$ cat src/rtl/calc_pkg.sv
// Shared types and defaults for the sequential calculator ALU.
package calc_pkg;

    localparam int OPW_DEF  = 5;
    localparam int RESW_DEF = 12;

    typedef enum logic [1:0] {
        OP_ADD = 2'b00,
        OP_SUB = 2'b01,
        OP_MUL = 2'b10,
        OP_DIV = 2'b11
    } op_t;

    typedef enum logic [1:0] {
        S_IDLE = 2'b00,
        S_CALC = 2'b01,
        S_DONE = 2'b10
    } state_t;

endpackage

$ cat src/rtl/calc_alu_seq_if.sv
// Request/result bundle between a requester (master) and calc_alu_seq (slave).
interface calc_alu_seq_if
    import calc_pkg::*;
#(
    parameter int OPW  = OPW_DEF,
    parameter int RESW = RESW_DEF
) ();

    logic            start;
    logic [OPW-1:0]  A;
    logic [OPW-1:0]  B;
    logic [1:0]      Select;
    logic [RESW-1:0] res;
    logic [1:0]      Select_out;
    logic            neg;
    logic            err;
    logic            busy;
    logic            done;

    modport master (
        output start, A, B, Select,
        input  res, Select_out, neg, err, busy, done
    );

    modport slave (
        input  start, A, B, Select,
        output res, Select_out, neg, err, busy, done
    );

endinterface

$ cat src/rtl/calc_iter_step.sv
// One iteration of shift-add multiply or restoring divide.
// Multiply: {acc, shf} is the partial product, shf starts as the multiplier.
// Divide:   acc is the partial remainder, shf shifts the dividend out and
//           the quotient bits in.
module calc_iter_step
    import calc_pkg::*;
#(
    parameter int OPW = OPW_DEF
) (
    input  logic [OPW:0]   acc_i,
    input  logic [OPW-1:0] shf_i,
    input  logic [OPW-1:0] opd_i,
    input  op_t            op_i,
    output logic [OPW:0]   acc_o,
    output logic [OPW-1:0] shf_o
);

    logic [OPW:0] sum;
    logic [OPW:0] trial;

    // Compute the next accumulator/shifter pair for the active opcode.
    always_comb begin
        // NOTE: every output and temporary gets a default first so no path can infer a latch.
        acc_o = acc_i;
        shf_o = shf_i;
        sum   = '0;
        trial = '0;
        if (op_i == OP_DIV) begin
            trial = {acc_i[OPW-1:0], shf_i[OPW-1]};
            if (trial >= {1'b0, opd_i}) begin
                acc_o = trial - {1'b0, opd_i};
                shf_o = {shf_i[OPW-2:0], 1'b1};
            end else begin
                acc_o = trial;
                shf_o = {shf_i[OPW-2:0], 1'b0};
            end
        end else begin
            sum            = shf_i[0] ? (acc_i + {1'b0, opd_i}) : acc_i;
            {acc_o, shf_o} = {1'b0, sum, shf_i[OPW-1:1]};
        end
    end

endmodule

$ cat src/rtl/calc_alu_seq.sv
// Sequential calculator: add/sub in one CALC cycle, mul/div iterate OPW
// cycles, then a single DONE cycle presents the new registered result.
module calc_alu_seq
    import calc_pkg::*;
#(
    parameter int OPW  = OPW_DEF,
    parameter int RESW = RESW_DEF
) (
    input  logic           clk,
    input  logic           rst,
    calc_alu_seq_if.slave  bus
);

    localparam int CW = $clog2(OPW + 1);

    state_t          state_q, state_d;
    op_t             op_q, op_d;
    op_t             sel_out_q, sel_out_d;
    logic [OPW-1:0]  a_q, a_d;
    logic [OPW-1:0]  b_q, b_d;
    logic [CW-1:0]   cnt_q, cnt_d;
    logic [OPW:0]    acc_q, acc_d;
    logic [OPW-1:0]  shf_q, shf_d;
    logic [RESW-1:0] res_q, res_d;
    logic            neg_q, neg_d;
    logic            err_q, err_d;

    logic [OPW:0]    step_acc;
    logic [OPW-1:0]  step_shf;
    logic [OPW-1:0]  abs_diff;
    op_t             sel_in;

    assign sel_in   = op_t'(bus.Select);
    assign abs_diff = (a_q >= b_q) ? (a_q - b_q) : (b_q - a_q);

    calc_iter_step #(.OPW(OPW)) u_step (
        .acc_i (acc_q),
        .shf_i (shf_q),
        .opd_i (b_q),
        .op_i  (op_q),
        .acc_o (step_acc),
        .shf_o (step_shf)
    );

    // Next-state, operand capture, iteration and result packing.
    always_comb begin
        state_d   = state_q;
        op_d      = op_q;
        sel_out_d = sel_out_q;
        a_d       = a_q;
        b_d       = b_q;
        cnt_d     = cnt_q;
        acc_d     = acc_q;
        shf_d     = shf_q;
        res_d     = res_q;
        neg_d     = neg_q;
        err_d     = err_q;
        case (state_q)
            S_IDLE: begin
                if (bus.start) begin
                    a_d   = bus.A;
                    b_d   = bus.B;
                    op_d  = sel_in;
                    acc_d = '0;
                    shf_d = bus.A;
                    if (sel_in == OP_DIV && bus.B == '0) begin
                        // Divide by zero needs no iterations: report at once.
                        state_d   = S_DONE;
                        res_d     = '0;
                        neg_d     = 1'b0;
                        err_d     = 1'b1;
                        sel_out_d = sel_in;
                    end else begin
                        state_d = S_CALC;
                        cnt_d   = (sel_in == OP_MUL || sel_in == OP_DIV) ? CW'(OPW) : CW'(1);
                    end
                end
            end
            S_CALC: begin
                cnt_d = cnt_q - CW'(1);
                acc_d = step_acc;
                shf_d = step_shf;
                if (cnt_q == CW'(1)) begin
                    state_d   = S_DONE;
                    sel_out_d = op_q;
                    neg_d     = 1'b0;
                    err_d     = 1'b0;
                    case (op_q)
                        OP_ADD:  res_d = RESW'(a_q) + RESW'(b_q);
                        OP_SUB: begin
                            res_d = RESW'(abs_diff);
                            neg_d = (a_q < b_q);
                        end
                        OP_MUL:  res_d = RESW'({step_acc, step_shf});
                        OP_DIV:  res_d = (RESW'(step_shf) << (RESW / 2)) | RESW'(step_acc);
                        default: res_d = '0;
                    endcase
                end
            end
            S_DONE:  state_d = S_IDLE;
            default: state_d = S_IDLE;
        endcase
    end

    // State and datapath registers with synchronous reset.
    always_ff @(posedge clk) begin
        if (rst) begin
            // NOTE: the datapath is a handful of flops, not a memory, so all of it is cleared on reset.
            state_q   <= S_IDLE;
            op_q      <= OP_ADD;
            sel_out_q <= OP_ADD;
            a_q       <= '0;
            b_q       <= '0;
            cnt_q     <= '0;
            acc_q     <= '0;
            shf_q     <= '0;
            res_q     <= '0;
            neg_q     <= 1'b0;
            err_q     <= 1'b0;
        end else begin
            // NOTE: non-blocking assignments so every flop samples pre-edge values.
            state_q   <= state_d;
            op_q      <= op_d;
            sel_out_q <= sel_out_d;
            a_q       <= a_d;
            b_q       <= b_d;
            cnt_q     <= cnt_d;
            acc_q     <= acc_d;
            shf_q     <= shf_d;
            res_q     <= res_d;
            neg_q     <= neg_d;
            err_q     <= err_d;
        end
    end

    assign bus.res        = res_q;
    assign bus.Select_out = sel_out_q;
    assign bus.neg        = neg_q;
    assign bus.err        = err_q;
    assign bus.busy       = (state_q != S_IDLE);
    assign bus.done       = (state_q == S_DONE);

endmodule

$ cat src/flat_wrapper.sv
// flat-port wrapper written by rule: the top's interface ports become plain ports
module calc_alu_seq_flat import calc_pkg::*;
#(
    parameter int OPW  = OPW_DEF,
    parameter int RESW = RESW_DEF
)
  (clk, rst, bus_start, bus_A, bus_B, bus_Select, bus_res, bus_Select_out, bus_neg, bus_err, bus_busy, bus_done);
  calc_alu_seq_if #(.OPW(OPW), .RESW(RESW)) bus_i ();
  input  logic clk;
  input  logic rst;
  input wire logic [$bits(bus_i.start)-1:0] bus_start;
  input wire logic [$bits(bus_i.A)-1:0] bus_A;
  input wire logic [$bits(bus_i.B)-1:0] bus_B;
  input wire logic [$bits(bus_i.Select)-1:0] bus_Select;
  output wire logic [$bits(bus_i.res)-1:0] bus_res;
  output wire logic [$bits(bus_i.Select_out)-1:0] bus_Select_out;
  output wire logic [$bits(bus_i.neg)-1:0] bus_neg;
  output wire logic [$bits(bus_i.err)-1:0] bus_err;
  output wire logic [$bits(bus_i.busy)-1:0] bus_busy;
  output wire logic [$bits(bus_i.done)-1:0] bus_done;
  assign bus_i.start = bus_start;
  assign bus_i.A = bus_A;
  assign bus_i.B = bus_B;
  assign bus_i.Select = bus_Select;
  assign bus_res = bus_i.res;
  assign bus_Select_out = bus_i.Select_out;
  assign bus_neg = bus_i.neg;
  assign bus_err = bus_i.err;
  assign bus_busy = bus_i.busy;
  assign bus_done = bus_i.done;
  calc_alu_seq #(.OPW(OPW), .RESW(RESW)) u_core (.clk(clk), .rst(rst), .bus(bus_i));
endmodule
$ cat config.mk
export PLATFORM = sky130hd
export DESIGN_NAME = calc_alu_seq_flat
export DESIGN_NICKNAME = d
export VERILOG_FILES = /design/src/rtl/calc_pkg.sv /design/src/rtl/calc_alu_seq_if.sv /design/src/rtl/calc_iter_step.sv /design/src/rtl/calc_alu_seq.sv /design/src/flat_wrapper.sv
export SDC_FILE = /design/constraint.sdc
export NUM_CORES = 1
export LEC_CHECK = 0
export ABC_AREA = 1
export CORE_MARGIN = 2
export CORE_UTILIZATION = 45
export CTS_BUF_LIST = sky130_fd_sc_hd__clkbuf_8
export DETAILED_ROUTE_END_ITERATION = 16
export GPL_ROUTABILITY_DRIVEN = 1
export GPL_TIMING_DRIVEN = 0
export PLACE_DENSITY_LB_ADDON = 0.2
export SLEW_MARGIN = 20
export SYNTH_ARGS = -nofsm -noshare
export SYNTH_HDL_FRONTEND = slang
export SYNTH_HIERARCHICAL = 1
export SYNTH_SLANG_ARGS = --single-unit
$ cat constraint.sdc
create_clock -name clk -period 2.5 [get_ports clk]
set_input_delay 0.375 -clock clk [delete_from_list [all_inputs] [get_ports clk]]
set_output_delay 0.375 -clock clk [all_outputs]
set_load 0.02 [all_outputs]
# Word-level counts from Yosys, hierarchy flattened
# Index checks and enable logic that the tools add are counted.
# totals
regBits,44
inputBits,15
out_inout_bits,18
wordCells,81
# op_classes
n_addsub,6
n_lt_le_gt_ge,3
n_eq_ne,12
mux,36
n_bitwise,1
reduce_logical,12
# op_table
operator,n
$pmux W12 S4,1
$mux W12,3
$mux W6,4
$pmux W12 S2,1
$mux W5,3
$mux W2,6
$pmux W6 S2,1
$or A11 B6 Y11,1
$eq A2 B2 Y1 const B,5
$pmux W5 S2,1
$sub A5 B5 Y5,2
$mux W3,3
$mux W1,8
$pmux W2 S2,2
$add A5 B5 Y6,1
$add A6 B5 Y6,1
$ge A6 B5 Y1,1
$pmux W3 S2,1
$reduce_and A2 Y1,3
$sub A6 B5 Y6,1
$ge A5 B5 Y1,1
$logic_not A5 Y1,1
$lt A5 B5 Y1,1
$eq A2 B1 Y1 const B,2
other kinds (11),16

# Logic depth before layout (Yosys ltp)
# Gate-level depths: netlist of the first run.
# depth
word_depth,7
depth_mapped,17
ltp_nobuf,17

# Cells and area by module
# The synthesis of the first run kept the hierarchy.
# by_module_without_submodules
mod,n_inst,cells_per_inst,area_per_inst_um2,seq_area_each_um2
calc_alu_seq,1,359,2606.2,860.8
calc_iter_step,1,129,742.0,0.0

# Worst setup path after synthesis of the first run
# No wires, ideal clock.
# synth_timing
path_kind,register to register
startpoint,register u_core.b_q[1]
endpoint,"register u_core.res_q[5], in the netlist u_core/bus.res[5]"
setup_ns,0.138
t_arrival_ns,1.930
required_ns,2.362
path_slack_ns,0.432
stages_incl_launch_ff,14
path_buffers,0
period_less_slack_ns,2.068
path_cell_list,dfxtp_1 -> inv_1 -> fa_1 -> nand3_1 -> nand2_2 -> nand2_4 -> nand3_1 -> nand3_1 -> nand2_1 -> inv_1 -> nor2_1 -> a211o_1 -> nand4_1 -> a21oi_1
# synth_via
elab_cells_between_ends,11
cone_classes,add/sub: 3; order compare: 1; mux: 6; bitwise: 1
# synth_rtl
item,line,text
start: declaration,calc_alu_seq.sv:20,"logic [OPW-1:0] b_q, b_d;"
start signal: assignment,calc_alu_seq.sv:113,b_q <= '0;
start signal: assignment,calc_alu_seq.sv:126,b_q <= b_d;
$add A6 B5 Y6 / $ge A6 B5 Y1 (equally long branches),"calc_iter_step.sv:38, calc_iter_step.sv:30",
$mux W6 (on tied branches),"calc_iter_step.sv:38, calc_iter_step.sv:30",
$mux W6 *,calc_iter_step.sv:28,if (op_i == OP_DIV) begin
named net u_core.step_acc[0],calc_alu_seq.sv:28,logic [OPW:0] step_acc;
$pmux W12 S4 *,calc_alu_seq.sv:88,case (op_q)
$mux W12 *,calc_alu_seq.sv:83,if (cnt_q == CW'(1)) begin
$pmux W12 S2 *,calc_alu_seq.sv:58,case (state_q)
end signal: assignment,calc_alu_seq.sv:130,res_q <= res_d;
end: declaration,calc_alu_seq.sv:24,"logic [RESW-1:0] res_q, res_d;"
# The timed path passes the listed nets; every way through them passes the cells marked *. The select of a mux whose other input is x is not followed.
# A chain may end at the register's enable or synchronous reset.

# Final worst setup path of the first run
# layout_timing
startpoint,register u_core.shf_q[4]
endpoint,"register u_core.res_q[5], in the netlist u_core/bus.res[5]"
# layout_via
elab_cells_between_ends,8
cone_classes,add/sub: 1; order compare: 1; mux: 5; bitwise: 1
# layout_rtl
item,line,text
start: declaration,calc_alu_seq.sv:23,"logic [OPW-1:0] shf_q, shf_d;"
start signal: assignment,calc_alu_seq.sv:116,shf_q <= '0;
start signal: assignment,calc_alu_seq.sv:129,shf_q <= shf_d;
$sub A6 B5 Y6 / $ge A6 B5 Y1 (equally long branches),"calc_iter_step.sv:31, calc_iter_step.sv:30",
$mux W6 *,calc_iter_step.sv:30,"if (trial >= {1'b0, opd_i}) begin"
$mux W6 *,calc_iter_step.sv:28,
named net u_core.step_acc[0],calc_alu_seq.sv:28,
$pmux W12 S4 *,calc_alu_seq.sv:88,
$mux W12 *,calc_alu_seq.sv:83,
$pmux W12 S2 *,calc_alu_seq.sv:58,
# Marks and branches as above.

==> impl_metrics.toml, run 1 <==
[routing]
num_vias = 3306
drt-vias-per-instance = 5.281
drt_iter0_drc = 270
drc = 0
wl_per_cell_um = 14.31
final_ant_viol_nets = 0
sum_of_routed_wire_length_over_all_layers_um = 8960
drt_pass1_iterations = 5

[placed_design]
placed_cells_incl_taps = 618
placement.cell_area_sq_um = 3782
numPortBuffers = 31
gp_routability_congestion = 0.8900
dp_hpwl_um = 7148

[yosys]
synth_compound_area_share_pct = 16.11
syn-cell-area_sq_um = 3348
yosysWarnings = 6
postSynthRegisterBits = 43
synth-adder-area-share_pct = 12.71
synth_simple_gate_area_share_pct = 32.17
synth_seq_area_share_pct = 25.71
post_synthesis_average_cell_area_sq_um = 6.861
yosysUniqueCellTypes = 41
largest_family_of_logic_cells_by_synthesized_area = "simple AND/OR/NAND/NOR gates"
syn_nets = 534
netlist_instances = 488
synth.mux.area_fraction_pct = 0
post_synth_xor_area_fraction_pct = 1.570

[sta]
clock_skew_ns = 0.006391
rsz0062_at_grt = "no"
max-slew-margin-rel_pct = 59.83
fmax_mhz = 428.3
drv_slew = 0
timing.final.hold_violations = 0
timing.hold.ws_ns = 0.4646
slew_at_the_pin_with_the_worst_max_slew_slack_ns = 0.6026
finalSetupViolCount = 0
fin_crit_ns = 2.335
fin_setup_tns_ns = 0
period_share_pct = 93.39

[clock_network]
ctsLongestPathBuffers = 2
cts-root-buf = "sky130_fd_sc_hd__clkbuf_8"
path_clk_slew_ns = 0.08
cts_max_level = 2
cts_setup_buffers = 0
numClockSinks = 43
cts_made_buffers = 5
clkLatencyLatePin_ns = 0.29
tritoncts_clock_tree = "built"

[global_route]
grt.busiest_layer = "met2"
grt_util_met2_pct = 39.04
grt_max_degree = 14
number_of_antenna_violations_at_the_first_check_in_global_routing = 0
grt_remaining_overflow = 0
met1_global_route_usage_pct = 30.52
grt_pass1_vias = 3089
globalRouteTotalUtil_pct = 22.72
grt_pass1_wl_um = 15070
groute.layer.met3.usage_pct = 3.255

[worst_setup_path]
cp_cell_sequence = "inv_1 > ha_1 > inv_1 > fa_1 > nand3_2 > nand2_2 > nand2_4 > nand3_1 > nand3_1 > nand2_1 > inv_1 > nor2_1 > a211o_1 > nand4_1 > a21oi_1"
cpPeakStageDelay_ns = 0.42
rrSetupSlack_ns = 0.17
master_of_the_slowest_instance_on_the_critical_path = "sky130_fd_sc_hd__fa_1"
worst_setup_path_start_kind = "flip-flop"
cp_common_cell = "sky130_fd_sc_hd__inv_1"
critical_path_arrival_ns = 2.49
critical_path.endpoint_type = "flip-flop"
worstPathRequired_ns = 2.65
worst_path_class_setup = "flip-flop to flip-flop"
worst-path-max-fanout = 6

[finish]
final_layout_size_suffix_gt1_share_pct = 12.14
layout.cell_area.non_filler_sq_um = 3933
area_growth_syn_to_layout_pct = 17.45
final_net_count = 572
antennaDiodeCount = 0
final_cell_count_no_fill = 626

[die]
dieArea_sq_um = 8147
die-height_um = 90.26
num_rows = 31
floorplan.initialDensity_pct = 46.41
io-pin-count = 33
die_width_um = 90.26
placeable_core_region_sq_um = 7214

[power]
power.switching_fraction_pct = 35.42
power.share.clock_pct = 29.1
cellLeakagePower_nw = 1.747
intPower_mw = 1.402
comb_power_share_pct = 35.4
seq_power_share_pct = 35.4
max-vdd-ir-drop_v = 0.0003750
powerDensity_nw_per_um2 = 552.0
report.power.total_mw = 2.171
power_switching_uw = 768.8

[job]
max_cap_violations = 0

[run_status]
status = "finished clean"

[worst_hold_path]
hold_path.class = "flip-flop to flip-flop"
-- per-stage QoR --
step | worst slack, ns | util, %
2_1_floorplan | 0.4316 | -
3_3_place_gp | 0.05416 | 52.43
3_5_place_dp | 0.001005 | 52.43
4_1_cts | 0.03604 | 54.28
5_1_grt | 0.008150 | 54.51
6_report | 0.1653 | 54.51
-- synth_stat cells, drive strengths merged --
library cell / n / area share [%]
a211o: 1 / 0.26
a21o: 1 / 0.22
a21oi: 47 / 8.1
a31oi: 11 / 2.1
buf: 13 / 3.3
clkbuf: 4 / 0.45
clkinv: 1 / 0.11
conb: 1 / 0.11
dfxtp: 43 / 26
fa: 5 / 3.0
ha: 26 / 9.7
inv: 69 / 7.8
nand2: 147 / 18
nand3: 44 / 7.2
nand3b: 2 / 0.45
nand4: 9 / 1.7
nor2: 23 / 3.7
nor3: 2 / 0.78
nor3b: 1 / 0.37
o211ai: 4 / 0.90
o21ai: 21 / 3.1
o21bai: 2 / 0.45
o22ai: 5 / 0.93
xnor2: 4 / 1.0
xor2: 2 / 0.52
-- layer usage --
| layer | wire length (um) | vias up |
|---|---|---|
| li1 | - | 1665 |
| met1 | 4087 | 1546 |
| met5 | 0 | - |
| met4 | 108 | 0 |
| met3 | 480 | 10 |
| met2 | 4284 | 85 |
-- cell type report --
| cell class | count | area [sq um] |
|---|---|---|
| buffer | 17 | 123.9 |
| fill | 740 | 3282 |
| inverter | 70 | 265.3 |
| tap | 99 | 123.9 |
| clock buffer | 5 | 68.82 |
| multi-input combinational | 358 | 2111 |
| clock inverter | 3 | 63.81 |
| sequential | 43 | 865.8 |
| timing repair buffer | 31 | 310.3 |
-- critical path, delay by kind of cell (launching register included) --
family          cells  cell delay, ns
compound gates      2            0.32
buf+inv             3            0.26
fa+ha+maj           2            0.57
flops               1            0.32
simple gates        8            0.73
-- cells by family after synthesis --
kind of cell | after synthesis
AO/OA/AOI/OAI | 92
XOR/XNOR | 6
flip-flops | 43
AND/OR/NAND/NOR | 228
buffers and inverters | 87
adder cells (fa/ha/maj) | 31
other | 1
-- cell usage in the layout, fill, tap and decap left out, types with 2 or more instances in the layout --
master and count:
sky130_fd_sc_hd__nand3_2 3, sky130_fd_sc_hd__o21ai_0 20, sky130_fd_sc_hd__xor2_1 2, sky130_fd_sc_hd__inv_1 63
sky130_fd_sc_hd__o211ai_1 4, sky130_fd_sc_hd__clkdlybuf4s50_1 31, sky130_fd_sc_hd__o22ai_1 5, sky130_fd_sc_hd__nand3_1 40
sky130_fd_sc_hd__nand2_4 4, sky130_fd_sc_hd__nor2_4 2, sky130_fd_sc_hd__nand4_1 9, sky130_fd_sc_hd__clkbuf_1 4
sky130_fd_sc_hd__xnor2_1 4, sky130_fd_sc_hd__nand2_1 132, sky130_fd_sc_hd__nor2_2 2, sky130_fd_sc_hd__a21oi_1 39
sky130_fd_sc_hd__nor2_1 18, sky130_fd_sc_hd__buf_2 6, sky130_fd_sc_hd__dfxtp_1 41, sky130_fd_sc_hd__nand3b_1 2
sky130_fd_sc_hd__bufinv_16 2, sky130_fd_sc_hd__a21oi_2 7, sky130_fd_sc_hd__buf_6 5, sky130_fd_sc_hd__fa_1 5
sky130_fd_sc_hd__clkbuf_8 5, sky130_fd_sc_hd__a31oi_1 11, sky130_fd_sc_hd__nand2_2 11, sky130_fd_sc_hd__ha_1 26
sky130_fd_sc_hd__inv_2 6, sky130_fd_sc_hd__o21bai_1 2
-- timing repair --
| action | CTS | global route |
|---|---|---|
| hold buffers | 0 | 0 |
| gates resized for setup | 1 | 6 |
| endpoints found under the setup margin | 3 | 7 |
-- power groups by stage --
stage	Clock, mW	Combinational [mW]	Sequential, mW
after detailed placement	0	0.752	0.785
after floorplan	0	0.559	0.779
after global placement	0	0.743	0.783
final	0.633	0.769	0.769
after CTS	0.641	0.758	0.769
after global routing	0.669	0.860	0.778
-- path summary, 6_finish.rpt --
path | endpoint | cells after the start | from
setup / recovery | u_core/bus.res[5]$_SDFFE_PP0P_ | 15 | u_core/shf_q[4]$_SDFFE_PP0P_
hold / removal | u_core/bus.res[0]$_SDFFE_PP0P_ | 2 | u_core/bus.res[0]$_SDFFE_PP0P_
setup reg to reg | u_core/bus.res[5]$_SDFFE_PP0P_ | 15 | u_core/shf_q[4]$_SDFFE_PP0P_
hold reg to reg | u_core/bus.res[0]$_SDFFE_PP0P_ | 2 | u_core/bus.res[0]$_SDFFE_PP0P_
-- state kept, by name, summed over array words and instances, names as in the netlist, 3 cells and up --
register,flops
u_core/a_q,5
u_core/bus.res,11
u_core/cnt_q,3
u_core/acc_q,6
u_core/b_q,5
u_core/shf_q,5
No activity file was read; power rests on OpenSTA's default activity.
==> run 2: changes to the inputs <==
Settings changed: CORE_ASPECT_RATIO set to 1.1.
==> impl_metrics.toml, run 2 (synthesis gave the netlist of run 1 again) <==
[placed_design]
placement.cell_area_sq_um = 3765
gp_routability_congestion = 0.9607
dp_hpwl_um = 7136
numPortBuffers = 31
dp_worst_setup_slack_ns = 0.007564
placed_cells_incl_taps = 604

[run_status]
status = "finished clean"

[power]
powerDensity_nw_per_um2 = 517.7
cellLeakagePower_nw = 1.727
max-vdd-ir-drop_v = 0.0004286

[worst_setup_path]
critical_path_arrival_ns = 2.54
rrSetupSlack_ns = 0.19
timing.critical_path.buf_inv = 0
cp_common_cell = "sky130_fd_sc_hd__nand2_1"
timing.critical_path.max_delay_family = "simple AND/OR/NAND/NOR gates"
worst-path-max-fanout = 6
cp_cell_sequence = "ha_1 > fa_1 > nand2_1 > nand2_1 > a21oi_1 > nand2_1 > nand3_1 > nand2_1 > nand2_1 > nand2_1 > nand2_1 > o21ai_0 > nand2_1 > nand2_1 > a21oi_2"
worstPathRequired_ns = 2.73
worst_path_class_setup = "flip-flop to flip-flop"
critical_path.endpoint_type = "flip-flop"
cpPeakStageDelay_ns = 0.41
master_of_the_slowest_instance_on_the_critical_path = "sky130_fd_sc_hd__dfxtp_1"
worst_setup_path_start_kind = "flip-flop"

[die]
dieArea_sq_um = 8147
num_rows = 32
die_width_um = 86.25
die-height_um = 94.47
io-pin-count = 33
floorplan.initialDensity_pct = 46.98
placeable_core_region_sq_um = 7127

[global_route]
grt.busiest_layer = "met2"
groute.layer.met3.usage_pct = 2.972
grt_pass1_wl_um = 15080
globalRouteTotalUtil_pct = 23.34
grt_max_degree = 14
number_of_antenna_violations_at_the_first_check_in_global_routing = 0
grt_remaining_overflow = 0
grt_pass1_vias = 3146
grt_util_met2_pct = 39.73
met1_global_route_usage_pct = 29.98

[finish]
fill_cell_instance_count_of_the_final_layout = 737
layout.cell_area.non_filler_sq_um = 3867
final_cell_count_no_fill = 612
multi_input_combinational_cell_area_sq_um = 2103
area_growth_syn_to_layout_pct = 15.51
final_net_count = 572
antennaDiodeCount = 0
final-seq-area_sq_um = 863.3
largest_register_ff_count = 11
layout.cells.most_common = "sky130_fd_sc_hd__nand2_1"
final_layout_size_suffix_gt1_share_pct = 11.76
most_frequent_cells_in_the_layout = "134 x sky130_fd_sc_hd__nand2_1, 63 x sky130_fd_sc_hd__inv_1, 41 x sky130_fd_sc_hd__nand3_1, 41 x sky130_fd_sc_hd__dfxtp_1, 39 x sky130_fd_sc_hd__a21oi_1"

[sta]
slew_at_the_pin_with_the_worst_max_slew_slack_ns = 0.6743
setup_slack_ns = 0.1927
timing.final.hold_violations = 0
drv_slew = 0
rsz0062_at_grt = "no"
fin_setup_tns_ns = 0
clock_skew_ns = 0.007796
fmax_mhz = 433.4
timing.hold.ws_ns = 0.4613
finalSetupViolCount = 0
max-slew-margin-rel_pct = 55.05
fin_crit_ns = 2.307
period_share_pct = 92.29

[routing]
wl_per_cell_um = 14.89
drc = 0
sum_of_routed_wire_length_over_all_layers_um = 9111
drt-vias-per-instance = 5.417
drt_pass1_iterations = 5
num_vias = 3315
final_ant_viol_nets = 0
drt_iter0_drc = 189

[clock_network]
clkLatencyLatePin_ns = 0.30
cts-root-buf = "sky130_fd_sc_hd__clkbuf_8"
ctsLongestPathBuffers = 2
path_clk_slew_ns = 0.08
cts_max_level = 2
numClockSinks = 43
cts_made_buffers = 5
holdBufCountCts = 0
tritoncts_clock_tree = "built"

[worst_hold_path]
hold_path.class = "flip-flop to flip-flop"

[job]
max_cap_violations = 0
run 2: stage by stage:
stage	utilization [%]	total power, mW
after floorplan	-	1.338
after global placement	52.83	1.521
after detailed placement	52.83	1.537
after CTS	54.18	2.007
after global routing	54.27	2.143
final	54.27	2.002
run 2: repair_timing:
action,4_1_cts,5_1_grt
setup endpoints to repair,1,6
gates resized for setup,1,3
cloned,0,0
pin swaps,0,0
buffers inserted,0,0
run 2: layout make-up:
cell class	instances	share of cell area [%]
Buffer	17	3.203
Inverter	70	6.859
Sequential cell	43	22.32
Clock buffer	6	2.135
Tap cell	85	2.750
Clock inverter	2	0.3235
Timing Repair Buffer	31	8.023
Multi-Input combinational cell	358	54.38
run 2: worst register-to-register path, cell delays in order, from the launching register on:
cell and delay (ns):
sky130_fd_sc_hd__dfxtp_1 0.41, sky130_fd_sc_hd__ha_1 0.28, sky130_fd_sc_hd__fa_1 0.39, sky130_fd_sc_hd__nand2_1 0.11, sky130_fd_sc_hd__nand2_1 0.06, sky130_fd_sc_hd__a21oi_1 0.12, sky130_fd_sc_hd__nand2_1 0.06, sky130_fd_sc_hd__nand3_1 0.09
sky130_fd_sc_hd__nand2_1 0.06, sky130_fd_sc_hd__nand2_1 0.18, sky130_fd_sc_hd__nand2_1 0.08, sky130_fd_sc_hd__nand2_1 0.05, sky130_fd_sc_hd__o21ai_0 0.09, sky130_fd_sc_hd__nand2_1 0.10, sky130_fd_sc_hd__nand2_1 0.06, sky130_fd_sc_hd__a21oi_2 0.10
run 2: path summary, 6_finish.rpt:
path / start / to / depth (start not counted)
setup / recovery: u_core/acc_q[0]$_SDFFE_PP0P_ / u_core/bus.res[3]$_SDFFE_PP0P_ / 15
hold / removal: u_core/bus.res[0]$_SDFFE_PP0P_ / u_core/bus.res[0]$_SDFFE_PP0P_ / 2
setup reg to reg: u_core/acc_q[0]$_SDFFE_PP0P_ / u_core/bus.res[3]$_SDFFE_PP0P_ / 15
hold reg to reg: u_core/bus.res[0]$_SDFFE_PP0P_ / u_core/bus.res[0]$_SDFFE_PP0P_ / 2
run 2: where the power goes:
part	total (mW)	switching, mW	internal [mW]	leakage, nW
clock	0.466	0.243	0.222	0.0526
combinational	0.768	0.487	0.282	1.32
sequential	0.768	0.0437	0.725	0.352
run 2: routing by layer:
layer  share of wire, %  wire length (um)
met5                  0                 0
met2                 46              4170
met3                5.8               530
met1                 45              4118
met4                3.2               292
==> run 3: changes to the inputs <==
Settings changed: ABC_CLOCK_PERIOD_IN_PS set to 2500.
==> results of run 3 <==
The final DEF is identical to that of run 2; final timing and power are the same.
